$ cat config.mk
export PLATFORM = sky130hd
export DESIGN_NAME = shift_bank_display_flat
export DESIGN_NICKNAME = d
export VERILOG_FILES = /design/src/rtl/shift_bank_display_if.sv /design/src/rtl/shift_bank_display.sv /design/src/flat_wrapper.sv
export SDC_FILE = /design/constraint.sdc
export NUM_CORES = 1
export LEC_CHECK = 0
export BUFFER_PORTS_ARGS = -buffer_cell sky130_fd_sc_hd__buf_2
export CORE_MARGIN = 1
export CORE_UTILIZATION = 55
export DETAILED_ROUTE_END_ITERATION = 8
export MAX_ROUTING_LAYER = met4
export PLACE_DENSITY = 0.8
export SLEW_MARGIN = 25
export SYNTH_ARGS = -nofsm -noshare
export SYNTH_HDL_FRONTEND = slang
export SYNTH_SLANG_ARGS = --single-unit
$ cat constraint.sdc
create_clock -name KEY -period 4.38 [get_ports KEY]
set_input_delay 0.219 -clock KEY [delete_from_list [all_inputs] [get_ports KEY]]
set_output_delay 0.219 -clock KEY [all_outputs]
set_load 0.005 [all_outputs]
$ cat src/rtl/shift_bank_display_if.sv
// Board-side switch/LED/seven-segment bundle for shift_bank_display.
// The master drives the slide switches; the slave owns the LEDs and the digits.
interface shift_bank_display_if;
    // SW[WIDTH-1:0] = data, SW[9:8] = mode
    logic [9:0] SW;
    // [5:0] valid mask, [8] sticky overflow, [9] full
    logic [9:0] LEDR;
    // active-low {g,f,e,d,c,b,a}
    logic [6:0] HEX0;
    logic [6:0] HEX1;
    logic [6:0] HEX2;
    logic [6:0] HEX3;
    logic [6:0] HEX4;
    logic [6:0] HEX5;

    modport master (
        output SW,
        input  LEDR,
        input  HEX0,
        input  HEX1,
        input  HEX2,
        input  HEX3,
        input  HEX4,
        input  HEX5
    );

    modport slave (
        input  SW,
        output LEDR,
        output HEX0,
        output HEX1,
        output HEX2,
        output HEX3,
        output HEX4,
        output HEX5
    );
endinterface

$ cat src/rtl/shift_bank_display.sv
// DEPTH-stage, WIDTH-bit shift register bank clocked by a pushbutton.
// Modes: hold, shift-in, rotate (only when full), synchronous clear.
// Each stage drives one seven-segment digit; LEDs show fill mask, full and
// sticky overflow. All outputs are combinational from the registered state.
module shift_bank_display #(
    parameter int unsigned WIDTH = 4,
    parameter int unsigned DEPTH = 6
) (
    input logic [1:0]           KEY,
    shift_bank_display_if.slave bus
);

    // Static parameter range checks; no hardware is generated by these.
    if (WIDTH < 1 || WIDTH > 4) begin : g_bad_width
        $error("shift_bank_display: WIDTH must be in 1..4");
    end
    if (DEPTH < 1 || DEPTH > 6) begin : g_bad_depth
        $error("shift_bank_display: DEPTH must be in 1..6");
    end

    typedef enum logic [1:0] {
        ModeHold   = 2'b00,
        ModeShift  = 2'b01,
        ModeRotate = 2'b10,
        ModeClear  = 2'b11
    } mode_e;

    localparam logic [6:0] Dash  = 7'b0111111;
    localparam logic [6:0] Blank = 7'b1111111;
    localparam logic [2:0] CntFull = 3'(DEPTH);

    logic             clk;
    logic             rst_n;
    mode_e            mode;
    logic [WIDTH-1:0] din;

    assign clk   = KEY[0];
    assign rst_n = KEY[1];
    assign mode  = mode_e'(bus.SW[9:8]);
    assign din   = bus.SW[WIDTH-1:0];

    // Switches between the data field and the mode field carry no function.
    logic unused_sw;
    assign unused_sw = ^bus.SW[7:WIDTH];

    logic [WIDTH-1:0] stage_q [DEPTH];
    logic [2:0]       cnt_q;
    logic             ovf_q;
    logic             full;

    assign full = (cnt_q == CntFull);

    // Active-low hex glyph for one nibble.
    function automatic logic [6:0] hex_glyph(input logic [3:0] v);
        logic [6:0] seg;
        unique case (v)
            4'h0: seg = 7'b1000000;
            4'h1: seg = 7'b1111001;
            4'h2: seg = 7'b0100100;
            4'h3: seg = 7'b0110000;
            4'h4: seg = 7'b0011001;
            4'h5: seg = 7'b0010010;
            4'h6: seg = 7'b0000010;
            4'h7: seg = 7'b1111000;
            4'h8: seg = 7'b0000000;
            4'h9: seg = 7'b0010000;
            4'hA: seg = 7'b0001000;
            4'hB: seg = 7'b0000011;
            4'hC: seg = 7'b1000110;
            4'hD: seg = 7'b0100001;
            4'hE: seg = 7'b0000110;
            4'hF: seg = 7'b0001110;
            default: seg = Blank;
        endcase
        return seg;
    endfunction

    // Stage bank, fill counter and sticky overflow; reset wins over a coincident edge.
    always_ff @(posedge clk or negedge rst_n) begin
        if (!rst_n) begin
            for (int i = 0; i < int'(DEPTH); i++) begin
                stage_q[i] <= '0;
            end
            cnt_q <= 3'd0;
            ovf_q <= 1'b0;
        end else begin
            unique case (mode)
                ModeHold: begin
                end
                ModeShift: begin
                    stage_q[0] <= din;
                    for (int i = 1; i < int'(DEPTH); i++) begin
                        stage_q[i] <= stage_q[i-1];
                    end
                    if (!full) begin
                        cnt_q <= cnt_q + 3'd1;
                    end else begin
                        // Oldest stage falls off the end.
                        ovf_q <= 1'b1;
                    end
                end
                ModeRotate: begin
                    // A partially filled bank would rotate dashes into view, so hold instead.
                    if (full) begin
                        stage_q[0] <= stage_q[DEPTH-1];
                        for (int i = 1; i < int'(DEPTH); i++) begin
                            stage_q[i] <= stage_q[i-1];
                        end
                    end
                end
                ModeClear: begin
                    for (int i = 0; i < int'(DEPTH); i++) begin
                        stage_q[i] <= '0;
                    end
                    cnt_q <= 3'd0;
                    ovf_q <= 1'b0;
                end
                default: begin
                end
            endcase
        end
    end

    logic [5:0] valid_mask;

    // Thermometer valid mask: stage i is loaded when i < cnt.
    always_comb begin
        valid_mask = '0;
        for (int i = 0; i < 6; i++) begin
            valid_mask[i] = (i < int'(DEPTH)) && (3'(i) < cnt_q);
        end
    end

    assign bus.LEDR = {full, ovf_q, 2'b00, valid_mask};

    logic [5:0][6:0] hex_seg;

    for (genvar g = 0; g < 6; g++) begin : g_digit
        if (g < DEPTH) begin : g_used
            assign hex_seg[g] = (3'(g) < cnt_q) ? hex_glyph(4'(stage_q[g])) : Dash;
        end else begin : g_blank
            assign hex_seg[g] = Blank;
        end
    end

    assign bus.HEX0 = hex_seg[0];
    assign bus.HEX1 = hex_seg[1];
    assign bus.HEX2 = hex_seg[2];
    assign bus.HEX3 = hex_seg[3];
    assign bus.HEX4 = hex_seg[4];
    assign bus.HEX5 = hex_seg[5];

endmodule

$ cat src/flat_wrapper.sv
// flat-port wrapper written by rule: the top's interface ports become plain ports
module shift_bank_display_flat 
#(
    parameter int unsigned WIDTH = 4,
    parameter int unsigned DEPTH = 6
)
  (KEY, bus_SW, bus_LEDR, bus_HEX0, bus_HEX1, bus_HEX2, bus_HEX3, bus_HEX4, bus_HEX5);
  shift_bank_display_if bus_i ();
  input logic [1:0] KEY;
  input wire logic [$bits(bus_i.SW)-1:0] bus_SW;
  output wire logic [$bits(bus_i.LEDR)-1:0] bus_LEDR;
  output wire logic [$bits(bus_i.HEX0)-1:0] bus_HEX0;
  output wire logic [$bits(bus_i.HEX1)-1:0] bus_HEX1;
  output wire logic [$bits(bus_i.HEX2)-1:0] bus_HEX2;
  output wire logic [$bits(bus_i.HEX3)-1:0] bus_HEX3;
  output wire logic [$bits(bus_i.HEX4)-1:0] bus_HEX4;
  output wire logic [$bits(bus_i.HEX5)-1:0] bus_HEX5;
  assign bus_i.SW = bus_SW;
  assign bus_LEDR = bus_i.LEDR;
  assign bus_HEX0 = bus_i.HEX0;
  assign bus_HEX1 = bus_i.HEX1;
  assign bus_HEX2 = bus_i.HEX2;
  assign bus_HEX3 = bus_i.HEX3;
  assign bus_HEX4 = bus_i.HEX4;
  assign bus_HEX5 = bus_i.HEX5;
  shift_bank_display #(.WIDTH(WIDTH), .DEPTH(DEPTH)) u_core (.KEY(KEY), .bus(bus_i));
endmodule
=== After elaboration in Yosys (flattened, before gate mapping) ===
Memory sizes are Yosys's and may differ from the RTL's.
Cells that the tools add are included.

* Add/subtract/negate cells: 1
* $lt $le $gt $ge: 6
* Equal/unequal tests: 7
* Muxes and demuxes: 12
* Reductions and logical operators: 5

{| class="wikitable"
|+ Operators by type and width
! cell !! count
|-
| one-hot mux 24 bit (3 select lines) || 1
|-
| two-way mux 7 bit || 6
|-
| two-way mux 24 bit || 1
|-
| < comparator 1 x 3 -> 1 bit, first input constant || 2
|-
| < comparator 2 x 3 -> 1 bit, first input constant || 2
|-
| < comparator 3 bit, first input constant || 2
|-
| one-hot mux 3 bit (2 select lines) || 1
|-
| AND reduction 2 bit || 3
|-
| equality test 2 bit, second input constant || 2
|-
| inequality test 2 x 1 -> 1 bit, second input constant || 2
|-
| adder 3 x 1 -> 3 bit, second input constant || 1
|-
| equality test 3 bit, second input constant || 1
|-
| two-way mux 3 bit || 1
|-
| nonzero test 3 bit || 1
|-
| equality test 2 x 1 -> 1 bit, second input constant || 1
|-
| inequality test 2 bit, second input constant || 1
|-
| one-hot mux 1 bit (2 select lines) || 1
|-
| nonzero test 2 bit || 1
|-
| two-way mux 1 bit || 1
|}

* Register bits: 28
* Bits in read-only memories: 672
* Input bits: 12
* Output and inout port bits: 52
* Word-level logic and storage cells: 45
* Memories kept: 6

{| class="wikitable"
|+ Memory list
! name !! words !! width !! rd ports !! clocked after Yosys merged registers in !! wr ports !! RTL line !! RTL
|-
| (name not given) || 16 || 7 || 1 || 0 || 0 || shift_bank_display.sv:56 || <nowiki>unique case (v)</nowiki>
|-
| (name not given) || 16 || 7 || 1 || 0 || 0 || shift_bank_display.sv:56 ||
|-
| (name not given) || 16 || 7 || 1 || 0 || 0 || shift_bank_display.sv:56 ||
|-
| (name not given) || 16 || 7 || 1 || 0 || 0 || shift_bank_display.sv:56 ||
|-
| (name not given) || 16 || 7 || 1 || 0 || 0 || shift_bank_display.sv:56 ||
|-
| (name not given) || 16 || 7 || 1 || 0 || 0 || shift_bank_display.sv:56 ||
|}

=== Depth between registers and ports, before layout ===
* Word-level depth: 3
* Depth in mapped cells: 6
* Gate-level depth less buffers: 6

=== Least setup slack after synthesis ===
OpenSTA, ideal clock, no wires.

* Kind: flip-flop to output port
* Start: register u_core.stage_q[16] (netlist bit)
* End: output port bus_HEX1[3]
* Arrival: 1,482 ps
* Required time: 4,161 ps
* Slack: 2,679 ps
* Stages on the path, launching flop included: 6
* Cells stage by stage: dfrtp_1 inv_1 ha_1 inv_1 mux4_2 nand2b_1

* Cells in the longest elaborated chain, start to end: 2

{| class="wikitable"
|+ RTL lines
! item !! RTL line !! RTL
|-
| start: declaration || shift_bank_display.sv:46 || <nowiki>logic [WIDTH-1:0] stage_q [DEPTH];</nowiki>
|-
| start signal: indexed assignment || shift_bank_display.sv:93 || <nowiki>stage_q[i] <= stage_q[i-1];</nowiki>
|-
| start signal: indexed assignment || shift_bank_display.sv:107 || <nowiki>stage_q[i] <= stage_q[i-1];</nowiki>
|-
| memory (16 x 7 bit) || -- ||
|-
| two-way mux 7 bit || shift_bank_display.sv:140 || <nowiki>assign hex_seg[g] = (3'(g) < cnt_q) ? hex_glyph(4'(stage_q[g])) : Dash;</nowiki>
|-
| end: declaration || flat_wrapper.sv:13 || <nowiki>output wire logic [$bits(bus_i.HEX1)-1:0] bus_HEX1;</nowiki>
|}

Every way passes these cells.

=== Worst setup path after layout ===
Ends and elaborated chain as after synthesis.

==> Implementation_results.wiki <==
{| class="wikitable"
! Metric !! Value
|-
| Result of the run || finished with violations
|-
| Failing checks || negative hold slack
|-
| Area growth, synth to finish || 10.1%
|-
| Final-report hold violation count || 28
|-
| Portion of synthesized cell area occupied by the leading cell type || 22.6%
|-
| Final Routed Wirelength || 6.54 mm
|-
| Synthesized instance count || 381
|-
| Most frequent cell after synthesis || nand2_1
|-
| Cell types with the largest area share after synthesis || dfrtp_1 23%, ha_1 20%, nand2_1 6.9%
|-
| Remaining Overflow, GRT || 0
|-
| Number of post-CTS setup repair buffers || 0
|-
| Clock share of power || 38.6%
|-
| Reg2reg path depth || 4
|-
| TritonCTS clock tree || built
|-
| VDD IR-drop max || 0.236 mV
|-
| Largest net degree at the start of global routing || 41
|-
| Wire length per cell || 13.4 microns
|-
| # port buffers || 56
|-
| Cts repair resizes || 0
|-
| Switching Fraction || 40.9%
|-
| Worst r2r src || u_core.cnt_q[0]
|-
| Detailed-route vias per instance || 5.62
|-
| Share of cells above drive strength 1 || 20.4%
|-
| Total power divided by cell area || 299 nW/um^2
|-
| Arrival time reported for the critical path endpoint || 2.09 ns
|-
| DRT Pass-1 Iters || 4
|-
| Slew at the pin closest to its max-slew limit || 0.878 ns
|-
| Routability congestion estimate || 0.800
|-
| Top_reg_cell synth || dfrtp_1
|-
| Number of I/O pins || 64
|-
| Seq/Total Area, Yosys || 22.6%
|-
| Count of endpoints failing setup in the final report || 0
|-
| Data required time of the worst path || 4.16 ns
|-
| Final Skew || 0.00622 ns
|-
| Horizontal extent of the die || 77.0 microns
|-
| Number of enable-type register cells in the synthesized netlist || 0
|-
| Antenna-violating nets left || 0
|-
| Slack of the critical path || 2.08 ns
|-
| Total Die Area || 5930 sq um
|-
| Slew Limit Fails || 0
|-
| Worst setup path class || flop to output pin
|-
| Starting utilization of the core area || 58.7%
|-
| Pre-CTS setup slack || 2.33 ns
|-
| Via count || 2739
|-
| Hold Path Class || clock port to async pin
|-
| Sequential power share || 31.7%
|-
| Synth Cell Area || 3090 sq um
|-
| Achievable Freq || 434 MHz
|-
| FF-to-FF End || u_core.stage_q[1]
|-
| Row cnt || 26
|-
| Synth area leader || dfrtp_1
|-
| YS warnings || 0
|-
| Switching component of the power || 0.000417 W
|-
| DRC violation count after routing || 0
|-
| Half-perimeter wire length of the detailed placement result || 4.69 mm
|-
| RSZ-0062 raised after global routing || no
|-
| Reg2reg setup slack || 2.34 ns
|-
| Hold_ws || -0.331 ns
|-
| Vias in the first global route || 2606
|-
| Max-cap violations || 0
|-
| Post-CTS clock slew at the launch and capture registers of the worst setup and hold paths || 0.10 ns
|-
| Rel. slew slack || 41.4%
|-
| Area of the core region || 5270 sq um
|-
| Insertion delay to the later sink of the worst-skew pair || 0.27 ns
|-
| Top post-synthesis cells by count || 57 x nand2_1, 50 x ha_1, 34 x o21ai_0
|-
| Synth cell types || 40
|-
| Share of flip-flops with an asynchronous set or reset after synthesis || 100%
|-
| Total Power || 0.00102 W
|-
| Total routing resource utilization after global routing || 24.2%
|-
| Crit path max fanout || 9
|-
| Leakage power of the design || 1.53 nW
|-
| Number of nets in the layout || 479
|-
| Fill cells || 447
|-
| Die Y-Extent || 77.0 microns
|-
| Post-cts hold buffer count || 0
|-
| Synthesized flop and latch total || 28
|-
| Core Util, Final || 64.6%
|-
| TNS Setup || 0 ns
|-
| Cell internal power dissipation || 0.000602 W
|-
| Antenna violations before repair || 0
|-
| Kind of start point of the critical path || flop
|-
| Proportion of power drawn by combinational gates || 29.7%
|-
| Final worst path period need || 2.30 ns
|-
| Avg Inst Size Synth || 8.12 sq um
|-
| Global-route wire length before repair || 11.4 mm
|-
| Violation count after the first detailed-routing iteration || 214
|-
| Kind of capture point of the worst setup path || output pin
|-
| Part of the cycle the worst path needs || 52.6%
|-
| Antenna cell count || 0
|}
state kept, by name (all words and copies together) (netlist names):
signal,cells
u_core.ovf_q,1
u_core.cnt_q,3
u_core.stage_q,24
worst max-delay path by stage:
stage	cells after the start	start	slack (ns)	endpoint
2_1_floorplan	5	u_core.stage_q[16]	2.68	bus_HEX1[3]
3_3_place_gp	4	u_core.cnt_q[0]	2.43	u_core.stage_q[19]
3_5_place_dp	4	u_core.cnt_q[0]	2.33	u_core.stage_q[16]
4_1_cts	6	u_core.stage_q[16]	2.09	bus_HEX1[3]
5_1_grt	6	u_core.stage_q[16]	1.97	bus_HEX1[3]
6_report	6	u_core.stage_q[16]	2.08	bus_HEX1[3]
kinds of logic (layout without fill, tap and decap cells):
logic type                 Yosys count  after routing  share of synthesized area (%)
muxes                               25             25                           8.90
DFF                                 28             28                           22.6
adders and majority gates           50             50                           20.2
and+or+nand+nor                    123            123                           18.0
buffers and inverters               59             94                           9.66
AOI/OAI and AO/OA                   95             95                           20.4
other                                1              2                          0.121
placed cells by master, fill, tap and decap left out, types with 3 or more instances in the layout:
master    synthesis  final
a211o_1           3      3
ha_1             50     50
nor3_1            4      4
a22oi_1           6      6
buf_2            14     56
nand3_1          11     11
nand2_1          57     57
a21oi_1           8      8
o311ai_1          9      9
mux2i_1          14     14
o211ai_1         17     17
clkbuf_8          0      7
inv_1            28     28
a31oi_1           3      3
mux2_2           10     10
dfrtp_1          28     28
o21ai_1           5      5
o21ai_0          34     34
nor2_1           22     22
nand2b_1         11     11
nor2b_1          12     12
metal layers:
layer | part of all wire [%] | vias up | track usage [%]
li1 | - | 1367 | -
met3 | 4.7 | 9 | 7.38
met5 | 0 | - | -
met4 | 0.67 | 0 | 9.06
met2 | 49 | 71 | 39.6
met1 | 46 | 1292 | 27.9
worst max-delay path, stage by stage (launching register included):
cell and delay, ns:
dfrtp_1 0.54, inv_1 0.19, ha_1 0.34, inv_1 0.04, mux4_2 0.43, nand2b_1 0.14, buf_2 0.12
metrics by stage:
step	instances	cell area (sq um)	hold slack [ns]
2_1_floorplan	382	3100	-0.296
3_3_place_gp	479	3280	-0.296
3_5_place_dp	479	3280	-0.296
4_1_cts	487	3410	-0.324
5_1_grt	487	3410	-0.330
6_report	487	3410	-0.331
cell type report:
type,count,area [sq um],share of cell area (%)
Clock buffer,7,96.3,2.83
Clock inverter,1,30.0,0.882
Inverter,30,113,3.31
Multi-Input combinational cell,295,2100,61.6
Sequential cell,28,701,20.6
Tap cell,70,87.6,2.57
Timing Repair Buffer,56,280,8.23
power groups by stage:
stage | combinational, W | clock (W) | sequential [W]
floorplan | 0.000246 | 0 | 0.000298
global placement | 0.000291 | 0 | 0.000327
CTS | 0.000305 | 0.000412 | 0.000322
finish | 0.000303 | 0.000393 | 0.000323
detailed placement | 0.000302 | 0 | 0.000329
global route | 0.000344 | 0.000438 | 0.000329
(Power assumes the default switching activity.)
